## src/rtl/fpu_sequencer_pkg.sv

```systemverilog
// Shared encodings and helpers for the FPU issue sequencer.
package fpu_sequencer_pkg;

   localparam int CNTW = 6;

   localparam logic [1:0] FP_ADD = 2'b00;
   localparam logic [1:0] FP_SUB = 2'b01;
   localparam logic [1:0] FP_MUL = 2'b10;
   localparam logic [1:0] FP_DIV = 2'b11;

   localparam logic [1:0] S_IDLE  = 2'd0;
   localparam logic [1:0] S_ISSUE = 2'd1;
   localparam logic [1:0] S_WAIT  = 2'd2;
   localparam logic [1:0] S_WB    = 2'd3;

   typedef logic [CNTW-1:0] cnt_t;

   // Fixed latency for the non-divide ops; sub shares the adder latency.
   function automatic cnt_t fixed_lat(input logic [1:0] op, input int add_lat, input int mul_lat);
      cnt_t lat;
      if (op == FP_MUL) begin
         lat = cnt_t'(mul_lat);
      end else begin
         lat = cnt_t'(add_lat);
      end
      return lat;
   endfunction

endpackage

```

## src/rtl/fpu_sequencer_if.sv

```systemverilog
// Issue/FPU handshake bundle between the control FSM, the FPU and the sequencer.
interface fpu_sequencer_if;
   logic       Start;
   logic [1:0] FpOp;
   logic [3:0] Rd;
   logic       Abort;
   logic       FPUDone;
   logic       FPUStart;
   logic [1:0] FPUOp;
   logic       Stall;
   logic       FPUWrite;
   logic [3:0] WA3F;
   logic       Busy;
   logic       FpErr;

   modport master (
      output Start, FpOp, Rd, Abort, FPUDone,
      input  FPUStart, FPUOp, Stall, FPUWrite, WA3F, Busy, FpErr
   );

   modport slave (
      input  Start, FpOp, Rd, Abort, FPUDone,
      output FPUStart, FPUOp, Stall, FPUWrite, WA3F, Busy, FpErr
   );
endinterface

```

## src/rtl/fpu_sequencer_latcnt.sv

```systemverilog
// Loadable down-counter used to time FPU op latency and the divide timeout.
module fpu_latcnt
   import fpu_sequencer_pkg::*;
#(
   parameter int W = CNTW
) (
   input  logic         clk,
   input  logic         rst,
   input  logic         load,
   input  logic [W-1:0] load_val,
   input  logic         dec,
   input  logic         clr,
   output logic         is_one
);

   logic [W-1:0] count_d;
   logic [W-1:0] count_q;

   // Next count: clear beats load beats decrement; never wraps below zero.
   always_comb begin
      count_d = count_q;
      if (clr) begin
         count_d = {W{1'b0}};
      end else if (load) begin
         count_d = load_val;
      end else if (dec && (count_q != {W{1'b0}})) begin
         count_d = count_q - W'(1);
      end else begin
         count_d = count_q;
      end
   end

   // Count register.
   always_ff @(posedge clk or posedge rst) begin
      if (rst) begin
         count_q <= {W{1'b0}};
      end else begin
         count_q <= count_d;
      end
   end

   assign is_one = (count_q == W'(1));

endmodule

```

## src/rtl/fpu_sequencer.sv

```systemverilog
// Sequences multi-cycle FPU ops: start pulse, latency/timeout tracking, stall and
// a registered write-back pulse carrying the latched destination.
module fpu_sequencer
   import fpu_sequencer_pkg::*;
#(
   parameter int ADD_LAT     = 2,
   parameter int MUL_LAT     = 3,
   parameter int DIV_TIMEOUT = 32
) (
   input  logic            clk,
   input  logic            reset,
   fpu_sequencer_if.slave  bus
);

   logic [1:0] state_d, state_q;
   logic [1:0] op_d, op_q;
   logic [3:0] rd_d, rd_q;
   logic       err_d, err_q;
   logic       fpu_start_d, fpu_start_q;
   logic       stall_d, stall_q;
   logic       fpu_write_d, fpu_write_q;
   logic       busy_d, busy_q;

   logic       accept_s;
   logic       cnt_load_s, cnt_dec_s, cnt_clr_s, cnt_is_one_s;
   cnt_t       cnt_val_s;
   cnt_t       lat_s;

   // A new issue is taken only where the control FSM can advance, and never alongside Abort.
   assign accept_s = ((state_q == S_IDLE) || (state_q == S_WB)) && bus.Start && !bus.Abort;
   assign lat_s    = fixed_lat(op_q, ADD_LAT, MUL_LAT);

   // Next-state, latch and counter control.
   always_comb begin
      state_d    = state_q;
      op_d       = op_q;
      rd_d       = rd_q;
      err_d      = err_q;
      cnt_load_s = 1'b0;
      cnt_val_s  = {CNTW{1'b0}};
      cnt_dec_s  = 1'b0;
      cnt_clr_s  = 1'b0;
      case (state_q)
         S_IDLE, S_WB: begin
            if (accept_s) begin
               state_d = S_ISSUE;
               op_d    = bus.FpOp;
               rd_d    = bus.Rd;
            end else begin
               state_d = S_IDLE;
            end
         end
         S_ISSUE: begin
            if (bus.Abort) begin
               state_d   = S_IDLE;
               cnt_clr_s = 1'b1;
            end else if (op_q == FP_DIV) begin
               state_d    = S_WAIT;
               cnt_load_s = 1'b1;
               cnt_val_s  = cnt_t'(DIV_TIMEOUT);
            end else if (lat_s == cnt_t'(1)) begin
               state_d = S_WB;
            end else begin
               state_d    = S_WAIT;
               cnt_load_s = 1'b1;
               cnt_val_s  = lat_s - cnt_t'(1);
            end
         end
         S_WAIT: begin
            if (bus.Abort) begin
               state_d   = S_IDLE;
               cnt_clr_s = 1'b1;
            end else if (op_q == FP_DIV) begin
               if (bus.FPUDone) begin
                  state_d   = S_WB;
                  cnt_clr_s = 1'b1;
               end else if (cnt_is_one_s) begin
                  state_d   = S_IDLE;
                  err_d     = 1'b1;
                  cnt_clr_s = 1'b1;
               end else begin
                  cnt_dec_s = 1'b1;
               end
            end else if (cnt_is_one_s) begin
               state_d   = S_WB;
               cnt_clr_s = 1'b1;
            end else begin
               cnt_dec_s = 1'b1;
            end
         end
         default: begin
            state_d   = S_IDLE;
            cnt_clr_s = 1'b1;
         end
      endcase
   end

   // Outputs are decoded from the next state so they can be registered without extra latency.
   always_comb begin
      fpu_start_d = (state_d == S_ISSUE);
      stall_d     = (state_d == S_ISSUE) || (state_d == S_WAIT);
      fpu_write_d = (state_d == S_WB);
      busy_d      = (state_d != S_IDLE);
   end

   // State, latched op/dest, sticky error and registered outputs.
   always_ff @(posedge clk or posedge reset) begin
      if (reset) begin
         state_q     <= S_IDLE;
         op_q        <= FP_ADD;
         rd_q        <= 4'd0;
         err_q       <= 1'b0;
         fpu_start_q <= 1'b0;
         stall_q     <= 1'b0;
         fpu_write_q <= 1'b0;
         busy_q      <= 1'b0;
      end else begin
         state_q     <= state_d;
         op_q        <= op_d;
         rd_q        <= rd_d;
         err_q       <= err_d;
         fpu_start_q <= fpu_start_d;
         stall_q     <= stall_d;
         fpu_write_q <= fpu_write_d;
         busy_q      <= busy_d;
      end
   end

   fpu_latcnt #(.W(CNTW)) u_latcnt (
      .clk      (clk),
      .rst      (reset),
      .load     (cnt_load_s),
      .load_val (cnt_val_s),
      .dec      (cnt_dec_s),
      .clr      (cnt_clr_s),
      .is_one   (cnt_is_one_s)
   );

   assign bus.FPUStart = fpu_start_q;
   assign bus.FPUOp    = op_q;
   assign bus.Stall    = stall_q;
   assign bus.FPUWrite = fpu_write_q;
   assign bus.WA3F     = rd_q;
   assign bus.Busy     = busy_q;
   assign bus.FpErr    = err_q;

endmodule

```

## src/flat_wrapper.sv

```systemverilog
// flat-port wrapper written by rule: the top's interface ports become plain ports
module fpu_sequencer_flat import fpu_sequencer_pkg::*;
#(
   parameter int ADD_LAT     = 2,
   parameter int MUL_LAT     = 3,
   parameter int DIV_TIMEOUT = 32
)
  (clk, reset, bus_Start, bus_FpOp, bus_Rd, bus_Abort, bus_FPUDone, bus_FPUStart, bus_FPUOp, bus_Stall, bus_FPUWrite, bus_WA3F, bus_Busy, bus_FpErr);
  fpu_sequencer_if bus_i ();
  input  logic clk;
  input  logic reset;
  input wire logic [$bits(bus_i.Start)-1:0] bus_Start;
  input wire logic [$bits(bus_i.FpOp)-1:0] bus_FpOp;
  input wire logic [$bits(bus_i.Rd)-1:0] bus_Rd;
  input wire logic [$bits(bus_i.Abort)-1:0] bus_Abort;
  input wire logic [$bits(bus_i.FPUDone)-1:0] bus_FPUDone;
  output wire logic [$bits(bus_i.FPUStart)-1:0] bus_FPUStart;
  output wire logic [$bits(bus_i.FPUOp)-1:0] bus_FPUOp;
  output wire logic [$bits(bus_i.Stall)-1:0] bus_Stall;
  output wire logic [$bits(bus_i.FPUWrite)-1:0] bus_FPUWrite;
  output wire logic [$bits(bus_i.WA3F)-1:0] bus_WA3F;
  output wire logic [$bits(bus_i.Busy)-1:0] bus_Busy;
  output wire logic [$bits(bus_i.FpErr)-1:0] bus_FpErr;
  assign bus_i.Start = bus_Start;
  assign bus_i.FpOp = bus_FpOp;
  assign bus_i.Rd = bus_Rd;
  assign bus_i.Abort = bus_Abort;
  assign bus_i.FPUDone = bus_FPUDone;
  assign bus_FPUStart = bus_i.FPUStart;
  assign bus_FPUOp = bus_i.FPUOp;
  assign bus_Stall = bus_i.Stall;
  assign bus_FPUWrite = bus_i.FPUWrite;
  assign bus_WA3F = bus_i.WA3F;
  assign bus_Busy = bus_i.Busy;
  assign bus_FpErr = bus_i.FpErr;
  fpu_sequencer #(.ADD_LAT(ADD_LAT), .MUL_LAT(MUL_LAT), .DIV_TIMEOUT(DIV_TIMEOUT)) u_core (.clk(clk), .reset(reset), .bus(bus_i));
endmodule
```

## config.mk

```make
export PLATFORM = sky130hd
export DESIGN_NAME = fpu_sequencer_flat
export DESIGN_NICKNAME = d
export VERILOG_FILES = /design/src/rtl/fpu_sequencer_pkg.sv /design/src/rtl/fpu_sequencer_if.sv /design/src/rtl/fpu_sequencer_latcnt.sv /design/src/rtl/fpu_sequencer.sv /design/src/flat_wrapper.sv
export SDC_FILE = /design/constraint.sdc
export NUM_CORES = 1
export LEC_CHECK = 0
export BUFFER_PORTS_ARGS = -buffer_cell sky130_fd_sc_hd__buf_4
export CAP_MARGIN = 0
export CORE_MARGIN = 2
export CORE_UTILIZATION = 48
export CTS_CLUSTER_SIZE = 12
export DETAILED_ROUTE_END_ITERATION = 10
export PLACE_DENSITY = 0.84
export RECOVER_POWER = 25
export SKIP_CTS_REPAIR_TIMING = 1
export SYNTH_ARGS = -nofsm -noshare
export SYNTH_HDL_FRONTEND = slang
export SYNTH_HIERARCHICAL = 1
export SYNTH_SLANG_ARGS = --single-unit
```

## constraint.sdc

```tcl
create_clock -name clk -period 2.5 [get_ports clk]
set_clock_uncertainty 0.1 [all_clocks]
set_input_delay 0.25 -clock clk [delete_from_list [all_inputs] [get_ports clk]]
set_output_delay 0.25 -clock clk [all_outputs]
set_load 0.05 [all_outputs]
```

==> results of run 1 <==
[report_power, final]
part | internal (W) | total [W] | switching [W]
sequential | 0.000351 | 0.000395 | 0.0000436
clock | 0.0000595 | 0.000156 | 0.0000963
combinational | 0.000105 | 0.000269 | 0.000164
total | 0.000515 | 0.000819 | 0.000304
[registers in the layout, indices dropped and copies added (netlist names)]
register                 count
u_core/bus.FPUWrite          1
u_core/bus.Stall             1
u_core/bus.FPUOp             2
u_core/bus.FPUStart          1
u_core/state_q               2
u_core/bus.WA3F              4
u_core/bus.FpErr             1
u_core/bus.Busy              1
u_core/u_latcnt/count_q      6
[synth_stat cells (2+ instances only)]
master and number:
nor2_1 10, a211oi_1 2, ha_1 8, a21oi_1 3, nor3_1 2, o21ai_0 3, nor3b_1 2, inv_1 11
nand2_1 2, mux2_2 6, dfrtp_1 19
[worst max-delay path by stage]
stage                                      startpoint                                endpoint  slack, ns
3_5_place_dp   u_core/u_latcnt/count_q[1]$_DFFE_PP0P_  u_core/u_latcnt/count_q[5]$_DFFE_PP0P_       0.06
6_report       u_core/u_latcnt/count_q[3]$_DFFE_PP0P_              u_core/bus.Stall$_DFF_PP0_       0.06
5_1_grt        u_core/u_latcnt/count_q[3]$_DFFE_PP0P_           u_core/bus.FPUWrite$_DFF_PP0_      -0.04
3_3_place_gp   u_core/u_latcnt/count_q[0]$_DFFE_PP0P_  u_core/u_latcnt/count_q[5]$_DFFE_PP0P_       0.16
4_1_cts        u_core/u_latcnt/count_q[1]$_DFFE_PP0P_  u_core/u_latcnt/count_q[5]$_DFFE_PP0P_       0.05
2_1_floorplan  u_core/u_latcnt/count_q[3]$_DFFE_PP0P_              u_core/bus.Stall$_DFF_PP0_       0.14
[kinds of logic after synthesis]
family,Yosys count,synth area share
mux,8,0.0851
xor+xnor,1,0.00816
simple gates,27,0.156
buf+inv,13,0.0466
flops,19,0.443
other cells,1,0.00349
fa+ha+maj,8,0.0932
compound gates,22,0.164
[metal layers]
layer,track usage,part of all wire
met2,0.318,0.52
met1,0.230,0.42
met5,0,0
met3,0.0439,0.048
met4,0.0877,0.012
[layout make-up]
type,instances,area (um2),area share
Tap cell,28,35.0,0.0264
Timing Repair Buffer,24,183,0.137
Clock inverter,1,5.00,0.00377
Clock buffer,3,22.5,0.0169
Inverter,12,45.0,0.0339
Multi-Input combinational cell,69,563,0.424
Sequential cell,19,475,0.358
[metrics by stage]
stage                     setup TNS [ns]  total power [W]
after floorplan                        0         0.000579
after global placement                 0         0.000653
after detailed placement               0         0.000664
after CTS                              0         0.000822
after global routing              -0.102         0.000859
final                                  0         0.000819
==> impl_metrics.json, run 1 <==
{
  "die_w_um": 51.3,
  "period_needed_ns": 2.44,
  "clock_latency_ns": 0.29,
  "post-place-ws_ns": 0.0593,
  "placedCellCount": 151,
  "reg2reg_to": "u_core/bus.Stall$_DFF_PP0_",
  "avgViaCountPerCell": 5.43,
  "synthArstFlopShare": 1.00,
  "ios": 22,
  "synthCells": 99,
  "finalNonFillerCells": 156,
  "ys_ff_latch": 19,
  "portBuffers": 21,
  "fmax_ghz": 0.410,
  "drive_gt1_frac": 0.359,
  "drt-initial-drc-count": 20,
  "nFillCells": 172,
  "grt_usage": 0.189,
  "holdPathStages": 2,
  "min_from": "bus_FPUDone",
  "setup_ws_ns": 0.0589,
  "max-cap-violations": 0,
  "reg2reg_depth": 6,
  "synthDistinctLibCells": 42,
  "cts-htree-levels": 1,
  "yosys-top-cells-area": "dfrtp_1 44%, ha_1 9.3%, mux2_2 6.3%",
  "synth_top_area_share": 0.443,
  "crit_family": "simple AND/OR/NAND/NOR gates",
  "status": "finished, final reports clean",
  "p_leak_nw": 0.603,
  "grt_pass1_wl_um": 3730,
  "crit_cells": 6,
  "dieArea_mm2": 0.00263,
  "reg2reg_from": "u_core/u_latcnt/count_q[3]$_DFFE_PP0P_",
  "finalSetupViolations": 0,
  "fp.dieH_um": 51.3,
  "cts_sinks": 19,
  "routabilityCongestion": 0.879,
  "synth_flop_cell": "dfrtp_1",
  "synth_edf_count": 0,
  "most-common-layout-cells": "22 x buf_4, 19 x dfrtp_1, 11 x inv_1, 9 x nor2_1, 8 x ha_1",
  "hold_viol": 0,
  "critPathRequiredTime_ns": 2.59,
  "vias": 847,
  "first_pass_iters": 4,
  "syn_area_mm2": 0.00107,
  "fin_nets": 148,
  "min_delay_worst_endpoint": "u_core/bus.FpErr$_DFFE_PP0P_",
  "grt_pass1_vias": 873,
  "holdWs_ns": 0.0498,
  "worst-setup-path-type": "reg2reg",
  "slowest_delay_ns": 0.45,
  "endpoint_kind": "flip-flop",
  "cts_tree": "yes",
  "cts.clk_slew.worst_paths_ns": 0.11,
  "r2r_slack_ns": 0.06,
  "crit_slowest_cell": "dfrtp_1",
  "path_buf_inv": 1,
  "core_area_mm2": 0.00217,
  "wirelength_um": 2180,
  "final_antenna_net_count": 0,
  "rows": 17,
  "path_max_fanout": 5,
  "antenna_found_initial": 0,
  "grt-ovfl-total": 0,
  "syn_area_per_cell_um2": 10.8,
  "cts_buffer_depth": 2,
  "placed_cell_area_mm2": 0.00128,
  "hpwl_um": 1610,
  "yosysTopAreaCell": "dfrtp_1",
  "wire_per_inst_um": 13.9,
  "power_density_mw_per_mm2": 617,
  "initial_core_util": 0.495,
  "grt_max_degree": 14,
  "antenna_cells": 0,
  "holdCritPathClass": "in2reg",
  "ys_seq_area_frac": 0.443,
  "yosysWarnings": 6,
  "design_area_mm2": 0.00133,
  "finalCritPeriodShare": 0.976,
  "cts_root_buf": "clkbuf_4",
  "drc": 0,
  "layout_commonest_cell": "buf_4",
  "cts_buffers": 3,
  "start_kind": "flip-flop",
  "arrival_ns": 2.53,
  "ir_worst_vdd_mv": 0.505,
  "path_cells": "or2_2 -> nor4b_1 -> buf_4 -> mux2i_2 -> a2111o_1 -> ha_1",
  "area_delta_synth_final_pct": 23.8,
  "post-route-util": 0.612,
  "maxSlewViolCount": 0
}
Note: power is estimated with default switching activity, not from simulation.
==> run 2: changes to the inputs <==
- CORE_ASPECT_RATIO: not set -> 0.9
==> run 2 against run 1 <==
Effect of this change: largest power group unchanged; maximum frequency up 4.6%; wire length up 0.69%; sequential power about the same; via count up 0.35%; highest routed layer unchanged; cell area up 0.28%; power up 0.66%; utilization up 0.96 points; critical path type unchanged; cell count down 0.64%; worst hold slack worse by 0.0066 ns.
==> impl_metrics.json, run 2 (synthesis gave the netlist of run 1 again) <==
{
  "maxSlewViolCount": 0,
  "wirelength_um": 2190,
  "initial_core_util": 0.501,
  "power_density_mw_per_mm2": 619,
  "layout_commonest_cell": "buf_4",
  "final_antenna_net_count": 0,
  "finalCritPeriodShare": 0.934,
  "critPathRequiredTime_ns": 2.59,
  "cts_sinks": 19,
  "clock_latency_ns": 0.30,
  "rsz0062_at_grt": "no",
  "vias": 850,
  "path_max_fanout": 4,
  "routabilityCongestion": 0.858,
  "ir_worst_vdd_mv": 0.444,
  "antenna_cells": 0,
  "grt_pass1_vias": 861,
  "cts_root_buf": "clkbuf_4",
  "finalNonFillerCells": 155,
  "status": "finished, final reports clean",
  "ios": 22,
  "fp.dieH_um": 48.9,
  "dieArea_mm2": 0.00263,
  "tns_ns": 0,
  "period_needed_ns": 2.33,
  "cp-startpoint": "u_core/u_latcnt/count_q[1]$_DFFE_PP0P_",
  "drc": 0,
  "arrival_ns": 2.42,
  "crit_slowest_cell": "or4b_4",
  "nFillCells": 174,
  "most-common-layout-cells": "22 x buf_4, 19 x dfrtp_1, 11 x inv_1, 9 x nor2_1, 8 x ha_1",
  "grt_max_degree": 14,
  "core_area_mm2": 0.00214,
  "fmax_ghz": 0.428,
  "portBuffers": 21,
  "reg2reg_from": "u_core/u_latcnt/count_q[1]$_DFFE_PP0P_",
  "endpoint_kind": "flip-flop",
  "grt_pass1_wl_um": 3690,
  "fin_nets": 148,
  "drt-initial-drc-count": 14,
  "largest_reg_flops": 6,
  "cts-htree-levels": 1,
  "placedCellCount": 150,
  "cts_buffer_depth": 2,
  "drive_gt1_frac": 0.359,
  "hold_viol": 0,
  "slowest_delay_ns": 0.49,
  "grt_usage": 0.189,
  "grt-ovfl-total": 0,
  "cts_tree": "yes",
  "antenna_found_initial": 0,
  "holdCritPathClass": "in2reg",
  "rows": 16,
  "path_cells": "inv_1 -> ha_1 -> nor4b_2 -> a31o_2 -> nor2_4 -> or4b_4 -> nor3_2 -> mux2i_1 -> a211oi_2",
  "min_from": "bus_FPUDone",
  "p_leak_nw": 0.601,
  "hpwl_um": 1710,
  "regMostFlops": "u_core/u_latcnt/count_q",
  "avgViaCountPerCell": 5.48,
  "max-cap-violations": 0,
  "worst-setup-path-type": "reg2reg",
  "cts_buffers": 3,
  "die_w_um": 53.9,
  "finalSetupViolations": 0,
  "wire_per_inst_um": 14.1,
  "area_delta_synth_final_pct": 24.1,
  "cts.clk_slew.worst_paths_ns": 0.11,
  "first_pass_iters": 4,
  "start_kind": "flip-flop"
}
run 2: cell count changes in the layout (fill, tap and decap cells not counted):
cell      delta
clkbuf_1     +1
clkinv_2     -1
nor4b_1      -1
nor4b_2      +1
run 2: path summary, 6_finish.rpt:
kind / endpoint / slack, ns / cells past startpoint
min reg2reg: u_core/bus.FpErr$_DFFE_PP0P_ / 0.39 / 2
max in group asynchronous: u_core/bus.FPUOp[1]$_DFFE_PP0P_ / 1.57 / 3
min in group asynchronous: u_core/u_latcnt/count_q[5]$_DFFE_PP0P_ / 0.32 / 3
max: u_core/u_latcnt/count_q[5]$_DFFE_PP0P_ / 0.17 / 9
max reg2reg: u_core/u_latcnt/count_q[5]$_DFFE_PP0P_ / 0.17 / 9
min: u_core/bus.FpErr$_DFFE_PP0P_ / 0.04 / 2
run 2: report_power, final:
group	switching [W]	internal, W	total (W)
registers	0.0000445	0.000351	0.000396
clock network	0.0000961	0.0000622	0.000158
logic	0.000166	0.000105	0.000271
total	0.000306	0.000519	0.000825
run 2: metal layers:
layer / global-route usage / share of wire / up-vias
li1: - / - / 411
met1: 0.237 / 0.45 / 408
met2: 0.309 / 0.49 / 29
met3: 0.0521 / 0.057 / 2
met4: 0.0556 / 0.0068 / 0
met5: 0 / 0 / -
run 2: per-stage QoR:
stage	cell area, um2	power, W	utilization	hold slack (ns)	worst slack [ns]
2_1_floorplan	1080	0.000579	-	-0.0590	0.140
3_3_place_gp	1280	0.000652	0.599	0.101	0.167
3_5_place_dp	1280	0.000667	0.599	0.105	0.0777
4_1_cts	1310	0.000825	0.611	-0.236	0.0741
5_1_grt	1330	0.000871	0.622	0.0419	0.00200
6_report	1330	0.000825	0.622	0.0432	0.166
run 2: critical path: cells and delay by family (launching register included):
| kind | cells | cell delay [ns] |
|---|---|---|
| AOI/OAI and AO/OA | 2 | 0.34 |
| muxes | 1 | 0.24 |
| adders and majority gates | 1 | 0.19 |
| DFF | 1 | 0.36 |
| buffers and inverters | 1 | 0.09 |
| and+or+nand+nor | 4 | 0.91 |
run 2: cell type report:
class	instances	area, um2	share of cell area
Inverter	12	45.0	0.0338
Multi-Input combinational cell	69	569	0.427
Timing Repair Buffer	24	183	0.137
Tap cell	27	33.8	0.0254
Sequential cell	19	475	0.357
Clock buffer	4	26.3	0.0197
